`config.mk`:
```
export PLATFORM = sky130hd
export DESIGN_NAME = dec_counter
export DESIGN_NICKNAME = d
export VERILOG_FILES = /design/src/rtl/dec_counter_pkg.sv /design/src/rtl/dec_counter_next.sv /design/src/rtl/dec_counter.sv
export SDC_FILE = /design/constraint.sdc
export NUM_CORES = 1
export LEC_CHECK = 0
export CORE_AREA = 2 2 39 41
export DETAILED_ROUTE_END_ITERATION = 8
export DIE_AREA = 0 0 41 43
export SETUP_SLACK_MARGIN = 0.5
export SLEW_MARGIN = 20
export SYNTH_ARGS = -nofsm -noshare
export SYNTH_HDL_FRONTEND = slang
export SYNTH_SLANG_ARGS = --single-unit
```
`constraint.sdc`:
```
create_clock -name clk -period 1.5 [get_ports clk]
set_input_delay 0.3 -clock clk [delete_from_list [all_inputs] [get_ports clk]]
set_output_delay 0.3 -clock clk [all_outputs]
set_load 0.05 [all_outputs]
```
`src/rtl/dec_counter_pkg.sv`:
```
// dec_counter_pkg: shared defaults and the next-count helper
// for the decade counter slice.
package dec_counter_pkg;

  localparam int DEC_WIDTH_DEFAULT   = 4;
  localparam int DEC_MODULUS_DEFAULT = 10;

  // Wrap-aware next count; out-of-range values recover to 0.
  function automatic logic [31:0] dec_next(
    input logic [31:0] cur,
    input logic [31:0] modulus
  );
    logic [32:0] inc;
    inc = {1'b0, cur} + 33'd1;
    if (cur >= modulus - 32'd1) begin
      dec_next = '0;
    end else begin
      dec_next = inc[31:0];
    end
  endfunction

endpackage

```
`src/rtl/dec_counter_next.sv`:
```
// dec_counter_next: combinational next-count logic
// (increment, wrap at MODULUS-1, illegal-state recovery).
module dec_counter_next
  import dec_counter_pkg::*;
#(
  parameter int WIDTH   = DEC_WIDTH_DEFAULT,
  parameter int MODULUS = DEC_MODULUS_DEFAULT
) (
  input  logic [WIDTH-1:0] cur_i,
  output logic [WIDTH-1:0] next_o
);

  localparam logic [WIDTH:0] LAST =
    (WIDTH+1)'(MODULUS - 1);

  logic [WIDTH:0] ext;
  logic [WIDTH:0] inc;
  logic           wrap;

  assign ext = {1'b0, cur_i};
  assign inc = ext + 1'b1;

  // Anything at or past the last legal state loads 0.
  always_comb begin
    wrap   = (ext >= LAST) || inc[WIDTH];
    next_o = inc[WIDTH-1:0];
    if (wrap) begin
      next_o = '0;
    end
  end

endmodule

```
`src/rtl/dec_counter.sv`:
```
// dec_counter: free-running mod-MODULUS counter, sync reset.
// Optional terminal count output: DEC_COUNTER_TC_EN.
module dec_counter
  import dec_counter_pkg::*;
#(
  parameter int WIDTH   = DEC_WIDTH_DEFAULT,
  parameter int MODULUS = DEC_MODULUS_DEFAULT
) (
  input  logic             clk,
  input  logic             reset,
  output logic [WIDTH-1:0] count
`ifdef DEC_COUNTER_TC_EN
  ,
  output logic             tc
`endif
);

  if ((MODULUS < 2) || ((2 ** WIDTH) < MODULUS)) begin : g_bad_cfg
    $error("dec_counter: illegal WIDTH/MODULUS");
  end

  logic [WIDTH-1:0] count_q;
  logic [WIDTH-1:0] count_d;
  logic [WIDTH-1:0] cur_w;

  assign cur_w = count_q;

  dec_counter_next #(
    .WIDTH   (WIDTH),
    .MODULUS (MODULUS)
  ) u_next (
    .cur_i  (cur_w),
    .next_o (count_d)
  );

  // Count register; reset has priority over increment.
  always_ff @(posedge clk) begin
    if (reset) begin
      count_q <= '0;
    end else begin
      count_q <= count_d;
    end
  end

  assign count = count_q;

`ifdef DEC_COUNTER_TC_EN
  localparam logic [WIDTH-1:0] LAST_CNT =
    WIDTH'(MODULUS - 1);

  // Carry into the next decade while at the last state.
  always_comb begin
    tc = 1'b0;
    if (!reset && (count_q == LAST_CNT)) begin
      tc = 1'b1;
    end
  end
`endif

endmodule

```
==> results of run 1 <==
-- area by class of cell --
class / instances / area (um2)
clock buffer: 4 / 26.3
multi-input combinational: 12 / 93.8
sequential: 4 / 91.3
fill: 140 / 1020
tap: 16 / 20.0
inverter: 3 / 11.3
timing repair buffer: 9 / 120
-- layout by cell type (no fill, tap or decap), drive strengths merged --
cell type      netlist  final
nor2                 4      4
clkdlybuf4s50        0      1
a21o                 1      1
buf                  0      8
clkbuf               0      4
inv                  3      3
dfxtp                4      4
xnor2                1      1
nand3                1      1
ha                   3      3
xor2                 1      1
or3b                 1      1
-- worst max-delay path, cell delays in order (launching register included) --
cell and delay [ns]:
dfxtp_4 0.34, inv_1 0.06, ha_1 0.13, or3b_1 0.34, a21o_1 0.20, nor2_1 0.09
-- metal layers --
layer  up-vias  routed length, um
met5         -                  0
met4         0                  0
met3         0                 45
met2         7                145
met1        76                140
li1         85                  -
-- what timing repair did --
action | 4_1_cts | 5_1_grt
pin swaps | 1 | 0
buffers inserted | 4 | 0
hold endpoints to repair | 0 | 0
resized for setup | 3 | 0
endpoints found under the setup margin | 8 | 8
-- final timing paths --
path / start / to / slack (ns) / depth (start not counted)
setup / recovery: count[0] / count[0] / 0.27 / 5
hold / removal: count[0] / count[0] / 0.55 / 2
setup reg to reg: count[0] / count[0] / 0.27 / 5
hold reg to reg: count[0] / count[0] / 0.55 / 2
-- kinds of logic after synthesis --
logic type / count (synthesis)
AO/OA/AOI/OAI: 1
XOR/XNOR: 2
adder cells (fa/ha/maj): 3
buffers and inverters: 3
flip-flops: 4
AND/OR/NAND/NOR: 6
-- per-stage QoR --
step / instances / total power, uW / hold slack (ns)
6_report: 48 / 372 / 0.551
5_1_grt: 48 / 396 / 0.568
4_1_cts: 48 / 377 / 0.548
3_5_place_dp: 40 / 214 / 0.488
3_3_place_gp: 40 / 213 / 0.477
2_1_floorplan: 19 / 173 / 0.486
-- where the power goes --
part / internal, uW / switching [uW] / leakage (uW)
logic: 52.9 / 49.2 / 0.000113
clock network: 100 / 48.1 / 0.0000150
registers: 114 / 7.12 / 0.0000348
total: 267 / 105 / 0.000163
==> impl_results.md, run 1 <==
- Clock root cell: clkbuf_4
- Initial antenna violation count: 0
- Synth Area in Compound Gates: 0.0411
- Actual slew at the worst max-slew pin: approximately 0.18 ns
- DIE HEIGHT: approximately 43 um
- Leakage: around 0.00016 uW
- Area delta synth->final: 98.6%
- Clock buffer depth: 2
- XOR/XNOR share of the synthesized area: 0.0959
- PortBufs: 5
- Final setup viols: 0
- Fin util: 0.262
- RSZ-0062 raised after global routing: true
- Total iterations of the first detailed-routing run: 2
- Post-Synth Adder-Cell Area: 0.205
- Starting Density: 0.132
- CTS Buf Count: 3
- Post-synthesis sequential area ratio: 0.438
- TritonCTS clock tree: built
- Top_reg_cell synth: dfxtp_1
- Layout cells sized above 1: 0.500
- WL per Instance: slightly below 7 um
- Post-route ant nets: 0
- Pin count of the biggest net entering global routing: 5
- Req. time, crit path: roughly 1.7 ns
- Area share of the largest cell type after synthesis: 0.438
- Crit path time final: 1.23 ns
- Syn Inst Count: 19
- Hold Crit Class: reg2reg
- Rel. slew slack: 0.878
- CORE AREA: about 1400 um2
- Crit share post-route: 0.819
- Yosys cell types: 9
- EDFF count, synth: 0
- Gr busiest metal: met3
- Crit end category: flop
- CP max FO: 4
- Vias in the first global route: roughly 160
- Final setup margin: about 0.27 ns
- Final Wtd Congestion: between 0.7 and 0.8
- Clock Skews: approximately 0.0028 ns
- Die width: between 40 and 50 um
- VDD IR max: approximately 640 uV
- Syn_nets: 24
- Status: finished, final reports clean
- HPWL Detailed: 244 um
- Maxcap violations: 0
- Hold Vio Cnt, Final: 0
- Crit path arrival time: between 1 and 1.5 ns
- Startpoint Class: flop
- Max Fclk: between 0.8 and 0.9 GHz
- Yosys reg bits: 4
- Final Cell Area: between 300 and 400 um2
- Remaining DRCs: 0
- Row count: 14
- I/O pin total: 6
- Yosys warns: 0
- Nets: 38
- Global Route met1 Usage: 0.0449
- GR Layer Usage met2: 0.0719
- GR Util met3: 0.0838
- Area after DPL: roughly 300 um2
- WS Path Type: reg2reg
- Post-synthesis async set-or-reset flop share: 0
- All-Layer GR Usage: 0.0532
- Multiplexer share of the synthesized area: 0
- Die area: about 1800 um2
- Pins over their slew limit: 0
- Setup TNS: 0 ns
- Avg Inst Size Synth: roughly 9.6 um2
- ANT cells: 0
- Routed vias/inst: roughly 3.5
- Synth area leaders: dfxtp_1, ha_1, nor2_1
- Routed via count: roughly 170
- Final wirelength: approximately 330 um
- Worst-Skew Late Latency: about 0.24 ns
- Initial DRC Count: 3
- # clock sinks: 4
- Max reg flops: 4
- CTS H-tree depth: 1
- Largest area contributor in the netlist: dfxtp_1
- Pwr dens: between 1000 and 1500 nW/um2
- Synth Area in Simple Gates: 0.158
- First-pass GRT wire length: 572 um
- Placement Setup Slack: about 0.22 ns
- Post-synth top cells: dfxtp_1, nor2_1, ha_1, inv_1
- Grt ovf: 0
- Largest family of logic cells by synthesized area: adder cells
- Hold Buf Count CTS: 0
- Synthesized cell area: 183 um2
- Clock Pin Slew Worst Setup and Hold Paths: ~0.04 ns
Power figures use the tool's default switching activity.
==> inputs of run 2 (changes only) <==
==> constraint.sdc (replaced) <==
create_clock -name clk -period 1.1 [get_ports clk]
set_input_delay 0.22 -clock clk [delete_from_list [all_inputs] [get_ports clk]]
set_output_delay 0.22 -clock clk [all_outputs]
set_load 0.05 [all_outputs]
==> run 2 against run 1 <==
  * Sequential share of layout area is 2.3 points lower
  * Die area stayed put
  * Largest power group unchanged
  * Sequential cell count stayed put
  * Critical path type unchanged
  * Utilization is 3.9 points higher
  * The run now ends with negative setup slack left
  * Combinational power is 67% higher
  * Via count is 8.3% higher
  * Final cell count is 6.3% higher
  * Wire length is 36% higher
  * Power is 40% higher
  * Clock skew is 0.0027 ns lower
  * Non-clock buffer count is 4 higher
  * Worst setup slack worse by 0.42 ns
==> impl_results.md, run 2 (synthesis gave the netlist of run 1 again) <==
- Status: finished, violations left
- Failing checks: negative setup slack
- Reg-to-reg endpoint: count[0]
- Total power: 519 uW (+40%)
- Post-route ant nets: 0 (unchanged)
- Met3 wire length: 38 um (-16%)
- Top Layer Used: met3
- Sw Share: 0.290 (+0.00910)
- First-pass GRT wire length: 738 um (+29%)
- Final setup viols: 5 (+5)
- Pin count of the biggest net entering global routing: 5 (unchanged)
- Clock root cell: clkbuf_4
- Worst-Skew Late Latency: 0.23 ns (about the same)
- Total iterations of the first detailed-routing run: 1 (-1)
- Wl on met1: 165 um (+18%)
- Maxcap violations: 0 (unchanged)
- Layout cells sized above 1: 0.629 (+0.129)
- Fillers: 145 (+3.6%)
- Final Wtd Congestion: 0.729 (-0.97%)
- Leakage: 0.000189 uW (+16%)
- All-Layer GR Usage: 0.0722 (+0.0191)
- Clock Skews: 0.0000648 ns (-0.00272 ns)
- Worst Setup EP: count[0]
- Starting Density: 0.132 (unchanged)
- Initial antenna violation count: 0 (unchanged)
- # clock sinks: 4 (unchanged)
- CORE AREA: 1380 um2 (unchanged)
- Max reg flops: 4 (unchanged)
- Nets: 42 (+11%)
- Int Power: 369 uW (+38%)
- Setup TNS: -0.649 ns (-0.649 ns)
- Hold Buf Count CTS: 0 (unchanged)
- CP startpoint: count[0]
- PortBufs: 5 (unchanged)
- Routed vias/inst: 3.57 (+2.0%)
- DIE HEIGHT: 43 um (unchanged)
- Die width: 41 um (unchanged)
- Actual slew at the worst max-slew pin: 0.134 ns (-0.0487 ns)
- Met2 WL: 247 um (+70%)
- Rel. slew slack: 0.910 (+0.0320)
- HPWL Detailed: 341 um (+40%)
- VDD IR max: 418 uV (-35%)
- ANT cells: 0 (unchanged)
- Sequential Power Share: 0.321 (-0.006)
- Register-to-Register Path Depth: 5 (unchanged)
- Final wirelength: 450 um (+36%)
- WS Path Type: reg2reg
- Req. time, crit path: 1.26 ns (-0.41 ns)
- Routed via count: 182 (+8.3%)
- Gate power share: 0.327 (+0.052)
- Max Fclk: 0.801 GHz (-1.6%)
- CTS Buf Count: 3 (unchanged)
- Clock buffer depth: 2 (unchanged)
- Net Switching: 151 uW (+44%)
- Crit path time final: 1.25 ns (+0.0198 ns)
- RSZ-0062 raised after global routing: true
- Die area: 1760 um2 (unchanged)
- Commonest non-fill, non-tap cell in the layout: buf_4
- Hold Crit Class: reg2reg
- Initial DRC Count: 0 (-3)
- Clock Pin Slew Worst Setup and Hold Paths: 0.04 ns (about the same)
- WL per Instance: 8.82 um (+28%)
- Grt ovf: 0 (unchanged)
- Startpoint Class: flop
- TritonCTS clock tree: built
- CTS H-tree depth: 1 (unchanged)
- Clk network pwr share: 0.352 (-0.047)
- Row count: 14 (unchanged)
- Crit path arrival time: 1.41 ns (about the same)
- Area delta synth->final: 128%
- Commonest cells after routing, fill and taps aside: buf_4, nor2_1, dfxtp_4, buf_12
- Crit share post-route: 1.13 (+0.316)
- Final setup margin: -0.148 ns (-0.420 ns)
- Pwr dens: 1250 nW/um2 (+22%)
- I/O pin total: 6 (unchanged)
- FF-to-FF setup slack: -0.15 ns (-0.42 ns)
- Crit end category: flop
- CP max FO: 4 (unchanged)
- Area after DPL: 340 um2 (+13%)
- Remaining DRCs: 0 (unchanged)
- Hold Vio Cnt, Final: 0 (unchanged)
- Final Cell Area: 417 um2 (+15%)
- Reg2reg start: count[0]
- Vias in the first global route: 181 (+16%)
- Pins over their slew limit: 0 (unchanged)
run 2: cell count changes in the layout (fill, tap and decap cells not counted), sizes merged:
cell	previous run	this run
buf	8	12
clkbuf	4	3
run 2: through the flow:
step,worst slack (ns),instances,hold WS (ns),utilization
5_1_grt,-0.218,51,0.592,0.301
2_1_floorplan,-0.216,19,0.406,-
3_3_place_gp,-0.135,44,0.523,0.246
4_1_cts,-0.135,48,0.558,0.279
6_report,-0.148,51,0.583,0.301
3_5_place_dp,-0.149,44,0.536,0.246
run 2: worst min-delay path by stage:
| stage | start | end | slack (ns) | cells past startpoint |
|---|---|---|---|---|
| floorplan | reset | count[1] | 0.41 | 2 |
| global placement | count[0] | count[0] | 0.52 | 2 |
| detailed placement | count[0] | count[0] | 0.54 | 2 |
| CTS | count[3] | count[3] | 0.56 | 2 |
| finish | count[0] | count[0] | 0.58 | 2 |
| global route | count[0] | count[0] | 0.59 | 2 |
run 2: power groups by stage:
stage                     registers [uW]  logic (uW)  clock network (uW)
final                                167         170                 183
after global routing                 168         180                 208
after CTS                            166         154                 192
after detailed placement             164         146                   0
after global placement               164         143                   0
after floorplan                      204        28.4                   0
run 2: metal layers:
metal / global-route usage / vias to the layer above
met5: 0 / -
met4: 0.0400 / 0
met3: 0.0785 / 0
met2: 0.0969 / 7
met1: 0.0641 / 83
li1: - / 92
run 2: critical path, stage by stage (launching register included):
cell and delay [ns]:
dfxtp_4 0.36, inv_2 0.05, ha_1 0.13, or3b_1 0.34
a21o_1 0.21, nor2_1 0.10
run 2: cell type report:
| type | instances | area (um2) | area share |
|---|---|---|---|
| clock buffers | 3 | 22.5 | 0.0541 |
| inverters | 3 | 13.8 | 0.0330 |
| multi-input cells | 12 | 104 | 0.249 |
| flip-flops and latches | 4 | 95.1 | 0.228 |
| well taps | 16 | 20.0 | 0.0480 |
| repair buffers | 13 | 161 | 0.387 |
run 2: what timing repair did:
action	in CTS	in global routing
setup endpoints to repair	8	8
setup buffers	1	3
gates resized for setup	4	2
gates cloned	0	0
pin swaps	2	0
